==> src/rtl/elevator_pkg.sv <==
// Shared state encoding and timing constants for the elevator scheduler.
// The SIM_* set shortens the tick so simulation finishes in a few thousand clocks.
package elevator_pkg;

  typedef enum logic [1:0] {
    IDLE = 2'd0,
    MOVE = 2'd1,
    DOOR = 2'd2
  } state_t;

  localparam int N_FLOORS_DEF   = 8;
  localparam int FLOOR_W_DEF    = 3;
  localparam int TICK_DIV_DEF   = 33333333;
  localparam int MOVE_TICKS_DEF = 6;
  localparam int DOOR_TICKS_DEF = 9;

  localparam int SIM_TICK_DIV   = 4;
  localparam int SIM_MOVE_TICKS = 2;
  localparam int SIM_DOOR_TICKS = 3;

endpackage

==> src/rtl/tick_gen.sv <==
// Free-running prescaler: tick is high for the one clock in which the count sits at TICK_DIV-1.
// Registered strobe; it is never stalled or cleared except by reset.
module tick_gen #(
  parameter int TICK_DIV = 33333333
) (
  input  logic clk100mhz,
  input  logic rst_n,
  output logic tick
);

  localparam int CW = (TICK_DIV > 1) ? $clog2(TICK_DIV) : 1;
  localparam logic [CW-1:0] LAST = CW'(TICK_DIV - 1);

  logic [CW-1:0] cnt;
  logic [CW-1:0] cnt_nxt;

  assign cnt_nxt = (cnt == LAST) ? '0 : cnt + CW'(1);

  // The strobe is registered from the next count so it lines up with cnt == LAST.
  always_ff @(posedge clk100mhz or negedge rst_n) begin
    if (!rst_n) begin
      cnt  <= '0;
      tick <= 1'b0;
    end else begin
      cnt  <= cnt_nxt;
      tick <= (cnt_nxt == LAST);
    end
  end

endmodule

==> src/rtl/elevator_sched.sv <==
// Single-car SCAN scheduler: latches calls, picks direction, steps floors on tick-timed moves.
// All outputs registered; an IDLE call reaches moving/door_open two clocks after it is driven.
module elevator_sched
  import elevator_pkg::*;
#(
  parameter int N_FLOORS   = N_FLOORS_DEF,
  parameter int FLOOR_W    = FLOOR_W_DEF,
  parameter int TICK_DIV   = TICK_DIV_DEF,
  parameter int MOVE_TICKS = MOVE_TICKS_DEF,
  parameter int DOOR_TICKS = DOOR_TICKS_DEF
) (
  input  logic                clk100mhz,
  input  logic                rst_n,
  input  logic [N_FLOORS-1:0] call_req,
  output logic [FLOOR_W-1:0]  cur_floor,
  output logic                dir_up,
  output logic                moving,
  output logic                door_open,
  output logic [N_FLOORS-1:0] pending,
  output logic                arrive,
  output logic                tick
);

  localparam int TMAX = (MOVE_TICKS > DOOR_TICKS) ? MOVE_TICKS : DOOR_TICKS;
  localparam int TW   = $clog2(TMAX + 1);
  localparam logic [N_FLOORS-1:0] ONE = N_FLOORS'(1);

  function automatic logic any_above(input logic [N_FLOORS-1:0] v, input logic [FLOOR_W-1:0] f);
    any_above = 1'b0;
    for (int i = 0; i < N_FLOORS; i++)
      if (i > int'(f)) any_above = any_above | v[i];
  endfunction

  function automatic logic any_below(input logic [N_FLOORS-1:0] v, input logic [FLOOR_W-1:0] f);
    any_below = 1'b0;
    for (int i = 0; i < N_FLOORS; i++)
      if (i < int'(f)) any_below = any_below | v[i];
  endfunction

  state_t              state;
  logic [TW-1:0]       ticks_in_state;
  logic [N_FLOORS-1:0] req_in, pend_now, clr_mask;
  logic [FLOOR_W-1:0]  step_floor;
  logic                above, below, door_hold, step_done, arr_door, arr_ahead;

  tick_gen #(.TICK_DIV(TICK_DIV)) u_tick_gen (
    .clk100mhz(clk100mhz),
    .rst_n    (rst_n),
    .tick     (tick)
  );

  // A call for the open-door floor is swallowed and only holds the door.
  assign door_hold  = (state == DOOR) && call_req[cur_floor];
  assign req_in     = call_req & ~(door_hold ? (ONE << cur_floor) : '0);
  assign pend_now   = pending | req_in;
  assign above      = any_above(pending, cur_floor);
  assign below      = any_below(pending, cur_floor);
  assign step_floor = dir_up ? cur_floor + FLOOR_W'(1) : cur_floor - FLOOR_W'(1);
  assign step_done  = (state == MOVE) && tick && (ticks_in_state == TW'(MOVE_TICKS - 1));
  assign arr_door   = pend_now[step_floor];
  assign arr_ahead  = dir_up ? any_above(pend_now, step_floor) : any_below(pend_now, step_floor);

  always_comb begin
    clr_mask = '0;
    if (state == IDLE && pending[cur_floor])
      clr_mask = ONE << cur_floor;
    else if (step_done && arr_door)
      clr_mask = ONE << step_floor;
  end

  always_ff @(posedge clk100mhz or negedge rst_n) begin
    if (!rst_n) begin
      state          <= IDLE;
      ticks_in_state <= '0;
      cur_floor      <= '0;
      dir_up         <= 1'b1;
      moving         <= 1'b0;
      door_open      <= 1'b0;
      pending        <= '0;
      arrive         <= 1'b0;
    end else begin
      arrive  <= 1'b0;
      pending <= pend_now & ~clr_mask;
      case (state)
        IDLE: begin
          if (pending[cur_floor]) begin
            state          <= DOOR;
            door_open      <= 1'b1;
            ticks_in_state <= '0;
          end else if (above && (dir_up || !below)) begin
            dir_up         <= 1'b1;
            state          <= MOVE;
            moving         <= 1'b1;
            ticks_in_state <= '0;
          end else if (below) begin
            dir_up         <= 1'b0;
            state          <= MOVE;
            moving         <= 1'b1;
            ticks_in_state <= '0;
          end
        end
        MOVE: begin
          if (step_done) begin
            cur_floor      <= step_floor;
            arrive         <= 1'b1;
            ticks_in_state <= '0;
            if (arr_door) begin
              state     <= DOOR;
              moving    <= 1'b0;
              door_open <= 1'b1;
            end else if (!arr_ahead) begin
              state  <= IDLE;
              moving <= 1'b0;
            end
          end else if (tick) begin
            ticks_in_state <= ticks_in_state + TW'(1);
          end
        end
        DOOR: begin
          if (door_hold) begin
            ticks_in_state <= '0;
          end else if (tick) begin
            if (ticks_in_state == TW'(DOOR_TICKS - 1)) begin
              state          <= IDLE;
              door_open      <= 1'b0;
              ticks_in_state <= '0;
            end else begin
              ticks_in_state <= ticks_in_state + TW'(1);
            end
          end
        end
        default: begin
          state     <= IDLE;
          moving    <= 1'b0;
          door_open <= 1'b0;
        end
      endcase
    end
  end

endmodule

==> config.mk <==
export PLATFORM = sky130hd
export DESIGN_NAME = elevator_sched
export DESIGN_NICKNAME = d
export VERILOG_FILES = /design/src/rtl/elevator_pkg.sv /design/src/rtl/tick_gen.sv /design/src/rtl/elevator_sched.sv
export SDC_FILE = /design/constraint.sdc
export NUM_CORES = 1
export LEC_CHECK = 0
export CORE_MARGIN = 3
export CORE_UTILIZATION = 62
export DETAILED_ROUTE_END_ITERATION = 8
export PLACE_DENSITY = 0.83
export SKIP_LAST_GASP = 1
export SLEW_MARGIN = 20
export SYNTH_ARGS = -nofsm -noshare
export SYNTH_HDL_FRONTEND = slang
export SYNTH_HIERARCHICAL = 1
export SYNTH_SLANG_ARGS = --single-unit
==> constraint.sdc <==
create_clock -name clk100mhz -period 7.3 [get_ports clk100mhz]
set_input_delay 1.46 -clock clk100mhz [delete_from_list [all_inputs] [get_ports clk100mhz]]
set_output_delay 1.46 -clock clk100mhz [all_outputs]
set_load 0.03 [all_outputs]
# Word level (Yosys, flattened, before mapping)
# Index checks and enable logic that the tools add are counted.
# W data, S select, Z words.
[word_totals]
inputBits = 10
word_cells = 189
out_inout_bits = 16
regBits = 47
[op_classes]
n_shift = 2
n_eq_ne = 18
addsub = 4
n_mux = 77
n_lt_le_gt_ge = 30
n_reduce_logical = 17
bitwise_logic = 31
[op_table]
columns = ["cell", "n"]
rows = [
  ["$eq A25 B25 Y1 const B", 2],
  ["$mux W1", 48],
  ["$mux W4", 8],
  ["$add A25 B1 Y25 const B", 1],
  ["$mux W25", 1],
  ["$gt A3 B3 Y1 const A", 8],
  ["$mux W8", 3],
  ["$or A1 B1 Y1", 24],
  ["$lt A3 B3 Y1 const A", 6],
  ["$mux W2", 9],
  ["$and A8 B8 Y8", 2],
  ["$not A8 Y8", 2],
  ["$shl A1 B3 Y8 const A", 2],
  ["$gt A2 B3 Y1 const A", 4],
  ["$lt A1 B3 Y1 const A", 4],
  ["$lt A2 B3 Y1 const A", 4],
  ["$pmux W4 S3", 1],
  ["$reduce_and A6 Y1", 2],
  ["$bmux W1 S3", 3],
  ["$ne A3 B2 Y1 const B", 3],
  ["$lt A3 B4 Y1 const B", 2],
  ["$ne A2 B2 Y1 const B", 4],
  ["$or A8 B8 Y8", 1],
  ["$gt A1 B3 Y1 const A", 2],
  ["other kinds (24)", 33],
]

# Depth between registers and ports, before layout
[depth]
ltp_word = 25
ltp_mapped = 13
ltp_nobuf = 10

# Hierarchy
# The synthesis kept the hierarchy.
[modules_own_cells]
columns = ["mod", "instances", "area_each_um2", "seq_area_each_um2", "cells_per_inst"]
rows = [
  ["elevator_sched", 1, 2163.3, 526.8, 264],
  ["tick_gen", 1, 1612.8, 650.6, 170],
]

# Worst setup path after synthesis
# Ideal clock, no wire load.
[synth_timing]
path_kind = "input to register"
from = "input call_req[3]"
to = "register state[1]"
cell_stages = 8
setup_time_ps = 128
t_required_ps = 7172
arrival_ps = 3192
n_path_buf = 0
slack_ps = 3981
path_cell_list = "mux2i_1 a22o_1 nor3_1 o211ai_1 a211oi_4 o211ai_2 o21ai_2 mux2_1"
[synth_via]
elab_chain_len = 23
word_cells_on_any_way = 42
cone_classes = "eq/ne: 2; mux: 23; bitwise: 15; reduce/logical: 2"
[synth_lines]
columns = ["item", "line_no", "source"]
rows = [
  ["from (decl)", "elevator_sched.sv:14", "input logic [N_FLOORS-1:0] call_req,"],
  ["$bmux W1 S3", "elevator_sched.sv:53", "assign door_hold = (state == DOOR) && call_req[cur_floor];"],
  ["$mux W1 (not written as such)", "elevator_sched.sv:53", ""],
  ["$logic_and A1 B1 Y1", "elevator_sched.sv:53", ""],
  ["$mux W8", "elevator_sched.sv:54", "assign req_in = call_req & ~(door_hold ? (ONE << cur_floor) : '0);"],
  ["$not A8 Y8", "elevator_sched.sv:54", ""],
  ["$and A8 B8 Y8", "elevator_sched.sv:54", ""],
  ["$or A8 B8 Y8", "elevator_sched.sv:55", "assign pend_now = pending | req_in;"],
  ["$mux W1, on equally long branches", "elevator_sched.sv:37, elevator_sched.sv:31", ""],
  ["[... 7 more ...]", "-", ""],
  ["$mux W1, on equally long branches", "elevator_sched.sv:37, elevator_sched.sv:31", ""],
  ["$or A1 B1 Y1, on equally long branches", "elevator_sched.sv:37, elevator_sched.sv:31", ""],
  ["$mux W1, on equally long branches", "elevator_sched.sv:37, elevator_sched.sv:31", ""],
  ["$or A1 B1 Y1, on equally long branches", "elevator_sched.sv:37, elevator_sched.sv:31", ""],
  ["$mux W1, on equally long branches", "elevator_sched.sv:37, elevator_sched.sv:31", ""],
  ["$mux W1", "elevator_sched.sv:61", "assign arr_ahead = dir_up ? any_above(pend_now, step_floor) : any_below(pend_now, step_floor);"],
  ["$ne A3 B3 Y1 (no line)", "-", ""],
  ["$reduce_and A6 Y1 (no line)", "-", ""],
  ["to (signal assigned)", "elevator_sched.sv:73", "state <= IDLE;"],
  ["to (signal assigned)", "elevator_sched.sv:87", "state <= DOOR;"],
  ["to (signal assigned)", "elevator_sched.sv:92", "state <= MOVE;"],
  ["to (decl)", "elevator_sched.sv:40", "state_t state;"],
]
# Several ways; a longest one is shown, not always the timed one. The select of a mux whose other input is x is not followed.
# A chain may end at the register's enable or synchronous reset.

# Worst setup path after layout
[layout_timing]
from = "input call_req[2]"
to = "register state[1]"
# Same word-level chain as after synthesis.

==> out/results.tsv <==
stage	metric	value	unit
synthesis	portion_of_synthesized_cell_area_occupied_by_the_leading_cell_type	0.305	
cts	numClockSinks	47	
global_route	grt_start_max_net_pins	48	
critical_path	stage_delay_of_the_slowest_cell_on_the_critical_path	0.58	ns
power	ir_worst_vdd	0.132	mV
critical_path	worst_setup_path_start_kind	input pin	
detailed_routing	detailroute.wirelength.met2	5.02	mm
place	dpl_wire_length	7.53	mm
sta	skew	0.0159	ns
layout	finalNonFillerCells	524	
synthesis	synth_compound_gate_area_share	0.217	
power	power.density	178	mW/mm²
floorplanning	ioPinCount	26	
cts	ctsResizeCount	0	
critical_path	critical_path_required	7.49	ns
critical_path	reg2reg_setup_slack	3.64	ns
synthesis	synth_simple_gate_area_frac	0.264	
floorplanning	floorplan_die_area	0.00706	mm²
detailed_routing	drt_iter0_markers	257	
detailed_routing	wl_met1	4.25	mm
synthesis	synth_cell_type_count	76	
floorplanning	die_height	84.0	µm
synthesis	synth_cells	434	
sta	final.hold.worst_slack	0.534	ns
sta	setup_viol	0	
cts	clock_insertion_delay_worst_skew	0.31	ns
synthesis	synthTopCellsByCount	sky130_fd_sc_hd__dfrtp_1, sky130_fd_sc_hd__nor2_1, sky130_fd_sc_hd__nand2_1	
sta	timing.final.max_slew_violations	0	
critical_path	timing_worst_setup_path_type	input pin to register	
detailed_routing	finalWirelength	10.2	mm
sta	tightestPinTransition	0.743	ns
global_route	wire_length_of_the_first_global_routing_pass	16.9	mm
layout	area_grow_syn2layout	10.8	%
synthesis	fraction_of_synthesized_area_in_multiplexers	0.0358	
detailed_routing	met3_length	654	µm
floorplanning	dieWidth	84.0	µm
global_route	grt_antenna_before_repair	0	
sta	grt_setup_unrepaired	no	
sta	period_minus_slack	3.96	ns
synthesis	top_ff_cell_synth	sky130_fd_sc_hd__dfrtp_1	
detailed_routing	highest-signal-layer	met4	
cts	cts-hold-fix-buffers	0	
critical_path	worstPathArrival	4.15	ns
synthesis	synth-warning-count	6	
sta	timing.final.crit_share	0.543	
detailed_routing	drt_first_pass_iters	5	
cts	htreeDepth	2	
critical_path	setup.worst_path.end_class	register	
detailed_routing	routedWlPerCell	19.5	µm
synthesis	most_frequently_used_cell_type_in_the_post_synthesis_netlist	sky130_fd_sc_hd__dfrtp_1	
global_route	globalRouteOverflowTotal	0	
detailed_routing	post_drt_via_cell_ratio	6.77	
floorplanning	fp.coreArea	0.00571	mm²
detailed_routing	drc_errors	0	
status	status	completed	
cts	ctsRootBufferMaster	sky130_fd_sc_hd__clkbuf_8	
detailed_routing	postRouteAntennaNets	0	
synthesis	synth_sequential_area_ratio	0.312	
synthesis	synth-seq-cells	47	
layout	postLayoutCoreUtil	0.733	
synthesis	synth_area_leaders	sky130_fd_sc_hd__dfrtp_1, sky130_fd_sc_hd__ha_1, sky130_fd_sc_hd__nor2_1, sky130_fd_sc_hd__xor2_1, sky130_fd_sc_hd__o21ai_0	
synthesis	synth_top_family_by_area	simple AND/OR/NAND/NOR gates	
run	cap_violations	0	
global_route	grt_util_all_layers	0.294	
synthesis	synthesis.area	0.00378	mm²
synthesis	synth_edf_count	0	
synthesis	syn-mean-instance-area	8.70	µm²
sta	achievable-frequency	0.252	GHz
sta	final_hold_viol_count	0	
sta	maxSlewHeadroom	0.505	
power	power.leakage	0.00166	µW
floorplanning	floorplan.rows	27	
cts	clock_tree_from_tritoncts	built	
synthesis	synth-async-reset-ratio	1.00	
place	numPlacedInstances	516	
synthesis	yosys.area_share.adder	0.0530	
cts	cts.repair_timing.setup_buffer_count	0	
synthesis	synthDominantAreaCellType	sky130_fd_sc_hd__dfrtp_1	
layout	final_layout_size_suffix_gt1_frac	0.0863	
synthesis	synth.net_count	460	
cts	longest_clk_path_bufs	2	
place	place.port_buffers	25	
place	routabilityCongestion	1.07	
cts	cts_inserted_buffers	5	
min_path	hp-class	register to register	
detailed_routing	dr_total_vias	3550	
global_route	vias_in_the_first_global_route	3405	
layout	finalNetCount	477	
sta	finalSetupTns	0	ns
critical_path	crit_chain	clkdlybuf4s50_1 > mux2i_1 > a22o_1 > nor3_1 > o211ai_1 > a211oi_4 > o211ai_2 > o21ai_2 > mux2_1	
layout	diodes	0	
critical_path	worst_path_max_delay_cell	sky130_fd_sc_hd__clkdlybuf4s50_1	
synthesis	synth_xor_area_frac	0.0669	
critical_path	worst-path-max-fanout	6	
floorplanning	initial_standard_cell_utilization_of_the_core	0.661	
cts	clkTransAtPathRegs	0.10	ns
==> critical path, delay by kind of cell <==
kind | cells | cell delay [ns]
compound gates | 5 | 1.26
buf+inv | 1 | 0.58
mux | 2 | 0.51
simple gates | 1 | 0.33
==> layer usage <==
metal | GRT usage | vias up
met5 | 0 | -
met4 | 0.115 | 0
met3 | 0.0513 | 32
met2 | 0.500 | 171
met1 | 0.369 | 1709
li1 | - | 1638
==> power by group <==
part / internal (µW) / switching, µW
Clock: 139 / 102
Sequential: 276 / 16.7
Combinational: 80.0 / 129
==> cell families (layout without fill, tap and decap cells) <==
kind of cell               Yosys count  count (layout)
and+or+nand+nor                    174             174
AOI/OAI and AO/OA                  113             113
DFF                                 47              47
buffers and inverters               43              61
xor gates and xnor gates            28              28
adders and majority gates           16              16
muxes                               13              13
==> through the flow <==
step / setup WS [ns] / total power [µW] / instance area, µm²
2_1_floorplan: 3.98 / 436 / 3780
3_5_place_dp: 3.09 / 504 / 4040
6_report: 3.34 / 743 / 4190
3_3_place_gp: 2.94 / 497 / 4040
4_1_cts: 3.39 / 743 / 4180
5_1_grt: 3.24 / 778 / 4190
==> registers in the layout, summed over array words and instances (netlist names) <==
signal           cells
cur_floor            3
door_open            1
dir_up               1
pending              8
moving               1
state                2
ticks_in_state       4
u_tick_gen/tick      1
u_tick_gen/cnt      25
arrive               1
==> placed cells by master, fill, tap and decap left out, types with 3 or more instances in the layout <==
cell,n
sky130_fd_sc_hd__o22a_1,3
sky130_fd_sc_hd__mux2i_1,9
sky130_fd_sc_hd__dfrtp_1,46
sky130_fd_sc_hd__ha_1,16
sky130_fd_sc_hd__nand3_1,13
sky130_fd_sc_hd__o211ai_1,7
sky130_fd_sc_hd__and2_1,8
sky130_fd_sc_hd__nand2b_1,6
sky130_fd_sc_hd__nand3b_1,3
sky130_fd_sc_hd__nor2b_1,14
sky130_fd_sc_hd__or3_1,3
sky130_fd_sc_hd__a31oi_1,3
sky130_fd_sc_hd__and3_1,6
sky130_fd_sc_hd__o221ai_1,3
sky130_fd_sc_hd__mux2_2,3
sky130_fd_sc_hd__inv_1,23
sky130_fd_sc_hd__o2111ai_1,4
sky130_fd_sc_hd__nand2_1,25
sky130_fd_sc_hd__o31ai_1,5
sky130_fd_sc_hd__clkbuf_8,5
sky130_fd_sc_hd__clkdlybuf4s50_1,24
sky130_fd_sc_hd__nand4_1,12
sky130_fd_sc_hd__nor3_1,10
sky130_fd_sc_hd__nor2_1,45
sky130_fd_sc_hd__xor2_1,14
sky130_fd_sc_hd__buf_4,4
sky130_fd_sc_hd__a21oi_1,13
sky130_fd_sc_hd__nor4_1,4
sky130_fd_sc_hd__o22ai_1,6
sky130_fd_sc_hd__xnor2_1,13
sky130_fd_sc_hd__o21bai_1,4
sky130_fd_sc_hd__o21ai_0,24
sky130_fd_sc_hd__a221oi_1,11
sky130_fd_sc_hd__nor4_2,5
sky130_fd_sc_hd__a211oi_1,4
==> layout make-up <==
type                    count  area, µm²
inverters                  25       93.8
flip-flops and latches     47       1180
clock buffers               5       68.8
fillers                   417       1520
repair buffers             28        270
multi-input cells         344       2410
clock inverters             3       71.3
well taps                  72       90.1
==> worst paths after layout <==
| check | cells after the start | start | endpoint |
|---|---|---|---|
| hold reg to reg | 2 | moving$_DFFE_PN0P_ | moving$_DFFE_PN0P_ |
| setup / recovery | 9 | call_req[2] | state[1]$_DFFE_PN0P_ |
| hold / removal | 2 | moving$_DFFE_PN0P_ | moving$_DFFE_PN0P_ |
| max in group asynchronous | 1 | rst_n | u_tick_gen/cnt[3]$_DFF_PN0_ |
| min in group asynchronous | 1 | rst_n | pending[4]$_DFF_PN0_ |
| setup reg to reg | 10 | cur_floor[0]$_DFFE_PN0P_ | pending[1]$_DFF_PN0_ |
No activity file was read; power rests on OpenSTA's default activity.
==> variant (same flow settings) <==
The 3 states of `state_t` get a one-hot encoding in 3 bits.
--- a/src/rtl/elevator_pkg.sv
+++ b/src/rtl/elevator_pkg.sv
@@ -2,10 +2,10 @@
 // The SIM_* set shortens the tick so simulation finishes in a few thousand clocks.
 package elevator_pkg;
 
-  typedef enum logic [1:0] {
-    IDLE = 2'd0,
-    MOVE = 2'd1,
-    DOOR = 2'd2
+  typedef enum logic [2:0] {
+    IDLE = 3'b001,
+    MOVE = 3'b010,
+    DOOR = 3'b100
   } state_t;
 
   localparam int N_FLOORS_DEF   = 8;
Formal check against the unedited RTL: no difference found for any inputs over 10 cycles, from zero or initial values and one cycle with rst_n low; not proved beyond that.
==> variant against the original RTL <==
  * Worst hold slack improved by 0.020 ns
  * Count of clock-buffer cells in the layout unchanged
  * Register-to-register slack got worse by 0.32 ns
  * Sequential cell count increased by 1
  * Cell area decreased by 5.4%
  * Critical endpoint is now pending[7]
  * Worst setup slack got worse by 0.021 ns
  * Area after synthesis decreased by 4.6%
  * Highest routed layer unchanged
  * Critical path depth unchanged
  * Wire length decreased by 12%
Power is not compared: it rests on default switching activity, and its combinational part moved more than twofold at a synthesized area within 25%.
==> variant: results <==
{
  "status": "complete, no violations",
  "worst_r2r_path_depth": 9,
  "bufAreaShareNonClock_pct": 6.44,
  "maxSlewHeadroom_pct": 38.2,
  "crit_path_max_incr_delay_ns": 0.96,
  "cts_num_sinks": 48,
  "grtUsageMet1_pct": 37.4,
  "multi_input_area_share_pct": 56.5,
  "use_met2_pct": 46.4,
  "synth_nets": 435,
  "cp_max_fo": 25,
  "wl_um": 9010,
  "grt_pass1_wl_um": 15000,
  "grtUsageTotal_pct": 28.9,
  "multi_input_gates": 327,
  "inverters_excl_clock": 23,
  "critPathSlowestCell": "dfrtp_1",
  "grt_use_met3_pct": 5.53,
  "grt_pass1_vias": 3144,
  "drive_gt1_share_pct": 9.95,
  "grt_max_degree": 49,
  "dp_hpwl_um": 6640,
  "crit_type": "reg2reg",
  "synth_area_leaders": "dfrtp_1, nor2_1, ha_1",
  "synth.distinct_cells": 72,
  "r2r_setup_slack_ns": 3.32,
  "layout.nets": 453,
  "synth_commonest_cells": "nor2_1, dfrtp_1, nand2_1, inv_1, nand3_1",
  "synth_warnings": 6,
  "gp_congestion": 0.995,
  "nonClockBufferCount": 26,
  "fin_worst_skew_ns": 0.00778,
  "ys_seq_area_share_pct": 33.4,
  "drtIter0Drc": 331,
  "drt_first_pass_iters": 6,
  "vias": 3298,
  "r2r-end": "pending[7]"
}
[variant: cell count changes in the layout (fill, tap and decap cells not counted), sizes merged, moves of 4 or more]
cell    change
mux2i       -5
nor2        +4
o21ai       -9
o21bai      -4
clkinv      +4
ha          -4
nand2      +13
inv         -4
a21oi       +4
o31ai       -4
nor2b      -10
nand3       +5
a22oi       +4
o211ai      -5
[variant: cells by family (layout without fill, tap and decap cells)]
family | count (synthesis) | after routing | share of synthesized area (%)
compound gates | 94 | 94 | 19.8
xor+xnor | 30 | 30 | 7.29
fa+ha+maj | 12 | 12 | 4.17
buf+inv | 38 | 57 | 4.62
flops | 48 | 48 | 33.4
mux | 9 | 9 | 2.67
simple gates | 182 | 182 | 28.0
[variant: per-layer routing]
layer	up-vias	wire length [um]	part of all wire, %
met1	1544	3600	40
met3	36	659	7.3
met5	-	0	0
met4	0	354	3.9
met2	171	4390	49
li1	1547	-	-
[variant: metrics by stage]
stage | setup slack [ns] | area (um^2) | hold WS [ns] | std cells
3_3_place_gp | 3.17 | 3870 | 0.530 | 496
4_1_cts | 3.37 | 3960 | 0.558 | 504
5_1_grt | 3.05 | 3960 | 0.594 | 504
3_5_place_dp | 3.05 | 3870 | 0.531 | 496
6_report | 3.32 | 3960 | 0.554 | 504
2_1_floorplan | 3.80 | 3600 | 0.497 | 413
[variant: how the worst min path moves through the flow]
stage | slack, ns | start | depth (start not counted) | to
2_1_floorplan | 0.50 | ticks_in_state[1] | 2 | ticks_in_state[1]
3_3_place_gp | 0.53 | u_tick_gen/cnt[24] | 2 | u_tick_gen/cnt[24]
3_5_place_dp | 0.53 | u_tick_gen/cnt[24] | 2 | u_tick_gen/cnt[24]
4_1_cts | 0.56 | u_tick_gen/cnt[24] | 2 | u_tick_gen/cnt[24]
5_1_grt | 0.59 | u_tick_gen/cnt[24] | 2 | u_tick_gen/cnt[24]
6_report | 0.55 | u_tick_gen/cnt[24] | 2 | u_tick_gen/cnt[24]
[variant: critical path, delay by kind of cell, from the launching register on]
| family | cells | cell delay, ns |
|---|---|---|
| AO/OA/AOI/OAI | 5 | 0.98 |
| XOR/XNOR | 1 | 0.61 |
| adder cells (fa/ha/maj) | 1 | 0.46 |
| buffers and inverters | 1 | 0.29 |
| flip-flops | 1 | 0.96 |
| AND/OR/NAND/NOR | 1 | 0.53 |
[variant: power breakdown]
part           internal [mW]  switching, mW  leakage (nW)  total, mW
clock network         0.0669         0.0901        0.0479      0.157
registers              0.270        0.00558         0.595      0.276
logic                 0.0150         0.0219         0.947     0.0369
total                  0.352          0.118          1.59      0.469
